### src/rtl/mips_mem_arbiter.sv
// Avalon master arbiter for I-cache refill, D-cache refill and write-buffer drain.
// Instruction reads win over data reads; a read streak counter bounds write starvation.
module mips_mem_arbiter #(
    parameter int unsigned MAX_READ_STREAK = 4
) (
    input  logic        clk,
    input  logic        rst_n,

    input  logic        i_req,
    input  logic [31:0] i_addr,
    output logic        i_valid,

    input  logic        d_req,
    input  logic [31:0] d_addr,
    output logic        d_valid,

    input  logic        wb_req,
    input  logic        wb_full,
    input  logic [31:0] wb_addr,
    input  logic [31:0] wb_writedata,
    input  logic [3:0]  wb_byteenable,
    output logic        wb_ack,

    output logic [31:0] readdata,

    output logic [31:0] mem_address,
    output logic        mem_read,
    output logic        mem_write,
    output logic [31:0] mem_writedata,
    output logic [3:0]  mem_byteenable,
    input  logic        waitrequest,
    input  logic [31:0] mem_readdata,

    output logic [1:0]  grant
);

    typedef enum logic [1:0] {
        StIdle  = 2'd0,
        StInstr = 2'd1,
        StData  = 2'd2,
        StWrite = 2'd3
    } state_e;

    localparam logic [3:0] StreakMax = 4'(MAX_READ_STREAK);

    state_e     state_q, state_d;
    state_e     arb_pick;
    logic [3:0] streak_q, streak_d;
    logic       completion;
    logic       read_done;
    logic       write_done;
    logic       force_write;

    assign completion = (state_q != StIdle) && !waitrequest;
    assign read_done  = completion && ((state_q == StInstr) || (state_q == StData));
    assign write_done = completion && (state_q == StWrite);

    always_comb begin
        streak_d = streak_q;
        if (!wb_req || write_done) begin
            streak_d = 4'd0;
        end else if (read_done && (streak_q < StreakMax)) begin
            streak_d = streak_q + 4'd1;
        end
    end

    // The updated count is used so the completing read already counts toward the limit.
    assign force_write = wb_req && (wb_full || (streak_d >= StreakMax));

    always_comb begin
        if (force_write) begin
            arb_pick = StWrite;
        end else if (i_req) begin
            arb_pick = StInstr;
        end else if (d_req) begin
            arb_pick = StData;
        end else if (wb_req) begin
            arb_pick = StWrite;
        end else begin
            arb_pick = StIdle;
        end
    end

    always_ff @(posedge clk or negedge rst_n) begin
        if (!rst_n) begin
            state_q  <= StIdle;
            streak_q <= 4'd0;
        end else begin
            state_q  <= state_d;
            streak_q <= streak_d;
        end
    end

    always_comb begin
        state_d = state_q;
        if ((state_q == StIdle) || completion) begin
            state_d = arb_pick;
        end
    end

    // Bus outputs depend only on the registered state and the held requester fields.
    always_comb begin
        mem_address    = 32'd0;
        mem_read       = 1'b0;
        mem_write      = 1'b0;
        mem_writedata  = 32'd0;
        mem_byteenable = 4'd0;
        unique case (state_q)
            StIdle: begin
            end
            StInstr: begin
                mem_read       = 1'b1;
                mem_address    = i_addr;
                mem_byteenable = 4'hF;
            end
            StData: begin
                mem_read       = 1'b1;
                mem_address    = d_addr;
                mem_byteenable = 4'hF;
            end
            StWrite: begin
                mem_write      = 1'b1;
                mem_address    = wb_addr;
                mem_writedata  = wb_writedata;
                mem_byteenable = wb_byteenable;
            end
            default: begin
            end
        endcase
    end

    assign i_valid  = completion && (state_q == StInstr);
    assign d_valid  = completion && (state_q == StData);
    assign wb_ack   = completion && (state_q == StWrite);
    assign readdata = mem_readdata;
    assign grant    = state_q;

    a_rw_exclusive: assert property (@(posedge clk) disable iff (!rst_n)
        !(mem_read && mem_write));

    a_hold_on_wait: assert property (@(posedge clk) disable iff (!rst_n)
        ((state_q != StIdle) && waitrequest) |=> (state_q == $past(state_q)));

endmodule

### config.mk
export PLATFORM = sky130hd
export DESIGN_NAME = mips_mem_arbiter
export DESIGN_NICKNAME = d
export VERILOG_FILES = /design/src/rtl/mips_mem_arbiter.sv
export SDC_FILE = /design/constraint.sdc
export NUM_CORES = 1
export LEC_CHECK = 0
export BUFFER_PORTS_ARGS = -buffer_cell sky130_fd_sc_hd__clkbuf_2
export CAP_MARGIN = 20
export CELL_PAD_IN_SITES_DETAIL_PLACEMENT = 2
export CELL_PAD_IN_SITES_GLOBAL_PLACEMENT = 2
export CORE_UTILIZATION = 10
export CTS_BUF_LIST = sky130_fd_sc_hd__clkbuf_8
export DETAILED_ROUTE_END_ITERATION = 10
export HOLD_SLACK_MARGIN = 0.12
export PLACE_DENSITY_LB_ADDON = 0.1
export SETUP_SLACK_MARGIN = 0.2
export SLEW_MARGIN = 15
export SYNTH_ARGS = -nofsm -noshare
export SYNTH_HDL_FRONTEND = slang
export SYNTH_SLANG_ARGS = --single-unit
### constraint.sdc
create_clock -name clk -period 1.7 [get_ports clk]
set_input_delay 0.085 -clock clk [delete_from_list [all_inputs] [get_ports clk]]
set_output_delay 0.085 -clock clk [all_outputs]
set_load 0.01 [all_outputs]
# Yosys cells after proc, flatten, opt, wreduce, memory -nomap -nowiden
# Index checks and enable logic that the tools add are counted.
dict set report word_totals {
  register_bits 6
  output_inout_bits 107
}
dict set report classes {
  magnitude_cmp 2
  n_reduce_logical 16
  eq_ne 3
  n_mux 11
  n_addsub 1
}
# op n
set op_table {}
lappend op_table {{case mux 32 bit (3 select lines)} 1}
lappend op_table {{2-to-1 mux 32 bit} 1}
lappend op_table {{2-to-1 mux 2 bit} 4}
lappend op_table {{2-to-1 mux 4 bit} 2}
lappend op_table {{case mux 4 bit (2 select lines)} 1}
lappend op_table {{logical AND 1 bit} 7}
lappend op_table {{adder 4 x 1 -> 4 bit, second input constant} 1}
lappend op_table {{== test 2 bit, second input constant} 2}
lappend op_table {{>= comparator 4 x 3 -> 1 bit, second input constant} 1}
lappend op_table {{logical OR 1 bit} 4}
lappend op_table {{< comparator 4 x 3 -> 1 bit, second input constant} 1}
lappend op_table {{== test 2 x 1 -> 1 bit, second input constant} 1}
lappend op_table {{logical NOT 1 bit} 2}
lappend op_table {{logical NOT 2 bit} 1}
lappend op_table {{2-to-1 mux 1 bit} 2}
lappend op_table {{nonzero test 2 bit} 1}
lappend op_table {{OR reduction 2 bit} 1}

# Logic depth before layout (Yosys ltp)
dict set report logic_depth {
  depth_word 10
  mapped_depth 6
  ltp_nobuf 5
}

# Worst setup path before layout
# Ideal clock, no wire load.
dict set report synth_path {
  kind {reg2reg}
  from {reg state_q[0] (netlist: grant[0])}
  to {reg streak_q[0]}
  synth_period_minus_slack_ps 1885
  slack_ps -185
  t_required_ps 1623
  arrival_ps 1808
  path_stages_with_launch 6
  path_buffers 0
  setup_ps 77
  cell_sequence {dfrtp_1 -> inv_1 -> ha_1 -> or4b_1 -> or3_1 -> a21oi_1}
}
dict set report synth_via {
  elab_chain_cells 6
  word_cells_on_any_way 12
}
# element line_no
set synth_rtl {}
lappend synth_rtl {{start, declared} 46} ;# state_e state_q, state_d;
lappend synth_rtl {{start signal, assigned} 86} ;# state_q <= StIdle;
lappend synth_rtl {{start signal, assigned} 89} ;# state_q <= state_d;
lappend synth_rtl {{== test 2 x 1 -> 1 bit (tied with other cells)} 55} ;# assign read_done = completion && ((state_q == StInstr) || (state_q == StData));
lappend synth_rtl {{logical OR 1 bit / logical AND 1 bit (equally long branches)} {55, 54}}
lappend synth_rtl {{logical AND 1 bit} 55}
lappend synth_rtl {{logical AND 1 bit} 62} ;# end else if (read_done && (streak_q < StreakMax)) begin
lappend synth_rtl {{2-to-1 mux 4 bit} 62}
lappend synth_rtl {{2-to-1 mux 4 bit *} 60} ;# if (!wb_req || write_done) begin
lappend synth_rtl {{net streak_d[0]} 48} ;# logic [3:0] streak_q, streak_d;
lappend synth_rtl {{end signal, assigned} 90} ;# streak_q <= streak_d;
lappend synth_rtl {{end, declared} 48}
# Mark *: on every way through the listed nets, which the timed path passes. The rest lies on a longest branch.
# A chain may end at the register's enable or synchronous reset.

# Worst setup path in the final report
dict set report layout_path {
  from {reg state_q[1] (netlist: grant[1])}
  to {reg streak_q[0]}
}
# The elaborated chain is that of the path after synthesis.

==> run_results.csv <==
group,metric,value,unit
timing,worst_slew_pin_slew,0.356,ns
grt,first_global_vias,2427,
power,pwr-share-seq,8.8,%
synth,ys_seq_area_share,10.8,%
timing,setup_slack,-0.0819,ns
worst_setup_path,setup.worst_path.class,"flop to flop",
timing,rsz0062_at_grt,"true",
worst_setup_path,critPathRequiredTime,1.85,ns
synth,yosysWarnings,0,
status,status,"finished, violations left",
place,place.gp.congestion,0.686,
route,drtIter0Drc,175,
route,wire_per_inst,17.8,µm
worst_hold_path,hp-start,"mem_readdata[28]",
power,power_density,674,mW/mm²
worst_setup_path,path_cells,"inv_2, ha_4, or4b_4, or3_4, a21oi_2",
floorplan,die_area,0.0144,mm²
power,p_int,1.10,mW
place,port-buffer-count,213,
floorplan,die_h,120,µm
layout,fillerInstances,1611,
synth,synthesis.area,0.00139,mm²
run,max_cap_violations,0,
synth,syn_inst,197,
grt,grt_usage,12.6,%
place,dpl_worst_slack,-0.00944,ns
cts,path_clk_slew,0.04,ns
power,leakage,1.59,nW
floorplan,ioPinCount,278,
cts,cts_buffer_depth,2,
worst_setup_path,arrival,1.93,ns
power,swShare,43.8,%
place,place_hpwl,8.08,mm
worst_setup_path,cp_slowest_stage_delay,0.47,ns
route,viasPerCell,4.15,
layout,area_growth,108,%
status,violations,"negative setup slack",
worst_setup_path,rr_endpoint,"streak_q[0]",
worst_setup_path,r2r_cells,5,
layout,fin_nets,568,
timing,setup_tns,-0.205,ns
synth,avgSynthCellArea,7.06,µm²
grt,grt_first_pass_wirelength,14.1,mm
power,pwr-share-clk,11.2,%
worst_hold_path,min_path_type,"input pin to primary output",
grt,grt_max_degree,43,
cts,numCtsBuffers,3,
grt,antenna_found_initial,1,
power,p_comb_share,79.9,%
floorplan,initial_core_util,10.4,%
worst_setup_path,ff2ff_setup_slack,-0.08,ns
timing,hold_viol,0,
synth,synth.distinct_cells,28,
cts,cts_max_level,1,
timing,setup_viol_count_final,7,
timing,fmax,561,MHz
route,ant_nets,0,
layout,drive_gt1_share,68.5,%
worst_hold_path,hold_end,"readdata[28]",
power,peakVddDrop,0.498,mV
worst_setup_path,end_kind,"flop",
route,vias,2358,
worst_setup_path,critPathMaxFanout,4,
cts,cts.sinks,6,
worst_setup_path,cp_slowest_cell,"or4b_4",
route,drcViolationCount,0,
route,wirelength,10.1,mm
timing,finalCritPeriodShare,105,%
timing,fin_skew,0.00514,ns
timing,whs,0.170,ns
grt,grt_overflow,0,
cts,cts_tree,"built",
worst_hold_path,whs_path_depth,0,
timing,slew_headroom,76.3,%
floorplan,placementRows,42,
synth,synth_fp_nets,373,
timing,period_needed,1.78,ns
worst_setup_path,worst_setup_path_start_kind,"flop",
floorplan,design.core.area,0.0134,mm²
route,dr.pass1.iters,8,
worst_setup_path,r2r-start,"grant[1]",
cts,clk_latency,0.22,ns
synth,ys_seq_elements,6,
cts,cts-root-buf,"clkbuf_8",
floorplan,fp.dieW,120,µm
timing,maxSlewViolCount,0,
power,p_sw,856,µW
## power groups by stage
stage	combinational, mW	sequential (mW)	clock (mW)
after detailed placement	1.38	0.169	0
final	1.56	0.172	0.220
after global routing	1.71	0.174	0.239
after global placement	1.37	0.167	0
after floorplan	0.739	0.170	0
after CTS	1.45	0.171	0.231
## cells by family (layout without fill, tap and decap cells)
group / count (synthesis) / after routing / synth area share, %
simple gates: 84 / 84 / 31.7
fa+ha+maj: 5 / 5 / 4.50
other cells: 0 / 1 / 0
buf+inv: 56 / 250 / 23.8
flops: 6 / 6 / 10.8
compound gates: 46 / 46 / 29.3
## registers in the layout, indices dropped and copies added (netlist names)
signal / count
grant: 2
streak_q: 4
## synth_stat cells
cell / number / area, µm²
and3b_1: 1 / 8.76
o21ai_0: 2 / 10.0
dfrtp_1: 6 / 150
and3_1: 1 / 6.26
o21bai_1: 1 / 7.51
o21a_1: 1 / 7.51
ha_1: 5 / 62.6
o211ai_1: 1 / 7.51
nor2_1: 38 / 143
buf_4: 32 / 240
or4b_1: 1 / 10.0
nor4b_1: 1 / 8.76
a21oi_1: 6 / 30.0
or3b_2: 1 / 8.76
nand2_1: 2 / 7.51
nand3b_1: 1 / 7.51
nand2b_1: 2 / 12.5
a31oi_1: 1 / 6.26
inv_1: 4 / 15.0
a222oi_1: 32 / 320
nor2b_1: 1 / 6.26
nor3b_1: 2 / 15.0
and2_1: 32 / 200
a41oi_1: 1 / 8.76
a2bb2oi_1: 1 / 8.76
or3_1: 1 / 6.26
buf_1: 1 / 3.75
clkbuf_1: 19 / 71.3
## placed cells by master, fill, tap and decap left out, types with 2 or more instances in the layout
cell         n
a222oi_1    32
buf_4       12
buf_12       3
clkbuf_8     3
nor2_1      38
inv_2        2
ha_4         3
and2_1      32
nand2b_1     2
a21oi_2      6
clkbuf_16    3
clkbuf_2   200
buf_2       10
inv_1        2
buf_6       12
nor3b_2      2
dfrtp_2      2
nand2_1      2
dfrtp_1      4
## metrics by stage
stage          std cells  total power, mW  cell area (µm²)  util [%]
5_1_grt              568             2.13             2900      21.6
3_3_place_gp         550             1.53             2550      19.0
6_report             568             1.95             2900      21.6
2_1_floorplan        197            0.909             1430         -
3_5_place_dp         550             1.54             2550      19.0
4_1_cts              560             1.85             2720      20.3
## critical path: cells and delay by family (launching register included)
| kind | cells | cell delay (ns) |
|---|---|---|
| compound gates | 1 | 0.12 |
| simple gates | 2 | 0.81 |
| buf+inv | 1 | 0.08 |
| fa+ha+maj | 1 | 0.27 |
| flops | 1 | 0.43 |
## worst max-delay path by stage
stage,slack (ns),end,cells after the start,from
2_1_floorplan,-0.02,streak_q[0],5,grant[0]
3_3_place_gp,0.01,streak_q[0],5,grant[0]
3_5_place_dp,-0.009,streak_q[0],5,grant[0]
4_1_cts,-0.09,mem_address[19],5,grant[1]
5_1_grt,-0.15,mem_address[19],5,grant[0]
6_report,-0.08,streak_q[0],5,grant[1]
## area by class of cell
type                    count  area [µm²]  area share [%]
well taps                 176         220            7.60
multi-input cells         135        1020            35.3
diodes                      1        2.50          0.0864
clock inverters             1        3.75           0.130
flip-flops and latches      6         153            5.27
inverters                   4        17.5           0.604
repair buffers            242        1440            49.6
clock buffers               3        41.3            1.42
## layer usage
metal  vias up  track usage (%)  wire length, µm
met1      1147             13.2             3590
met3         4             3.66              886
li1       1088                -                -
met5         -                0                0
met2       119             25.0             5610
met4         0             1.56               50
## repair_timing
item / in CTS / in global routing
endpoints found under the hold margin: 6 / 0
setup buffers: 5 / 3
pin swaps: 29 / 20
endpoints found under the setup margin: 58 / 62
cloned: 0 / 4
resized for setup: 17 / 31
hold buffers: 1 / 0
(Power assumes the default switching activity.)
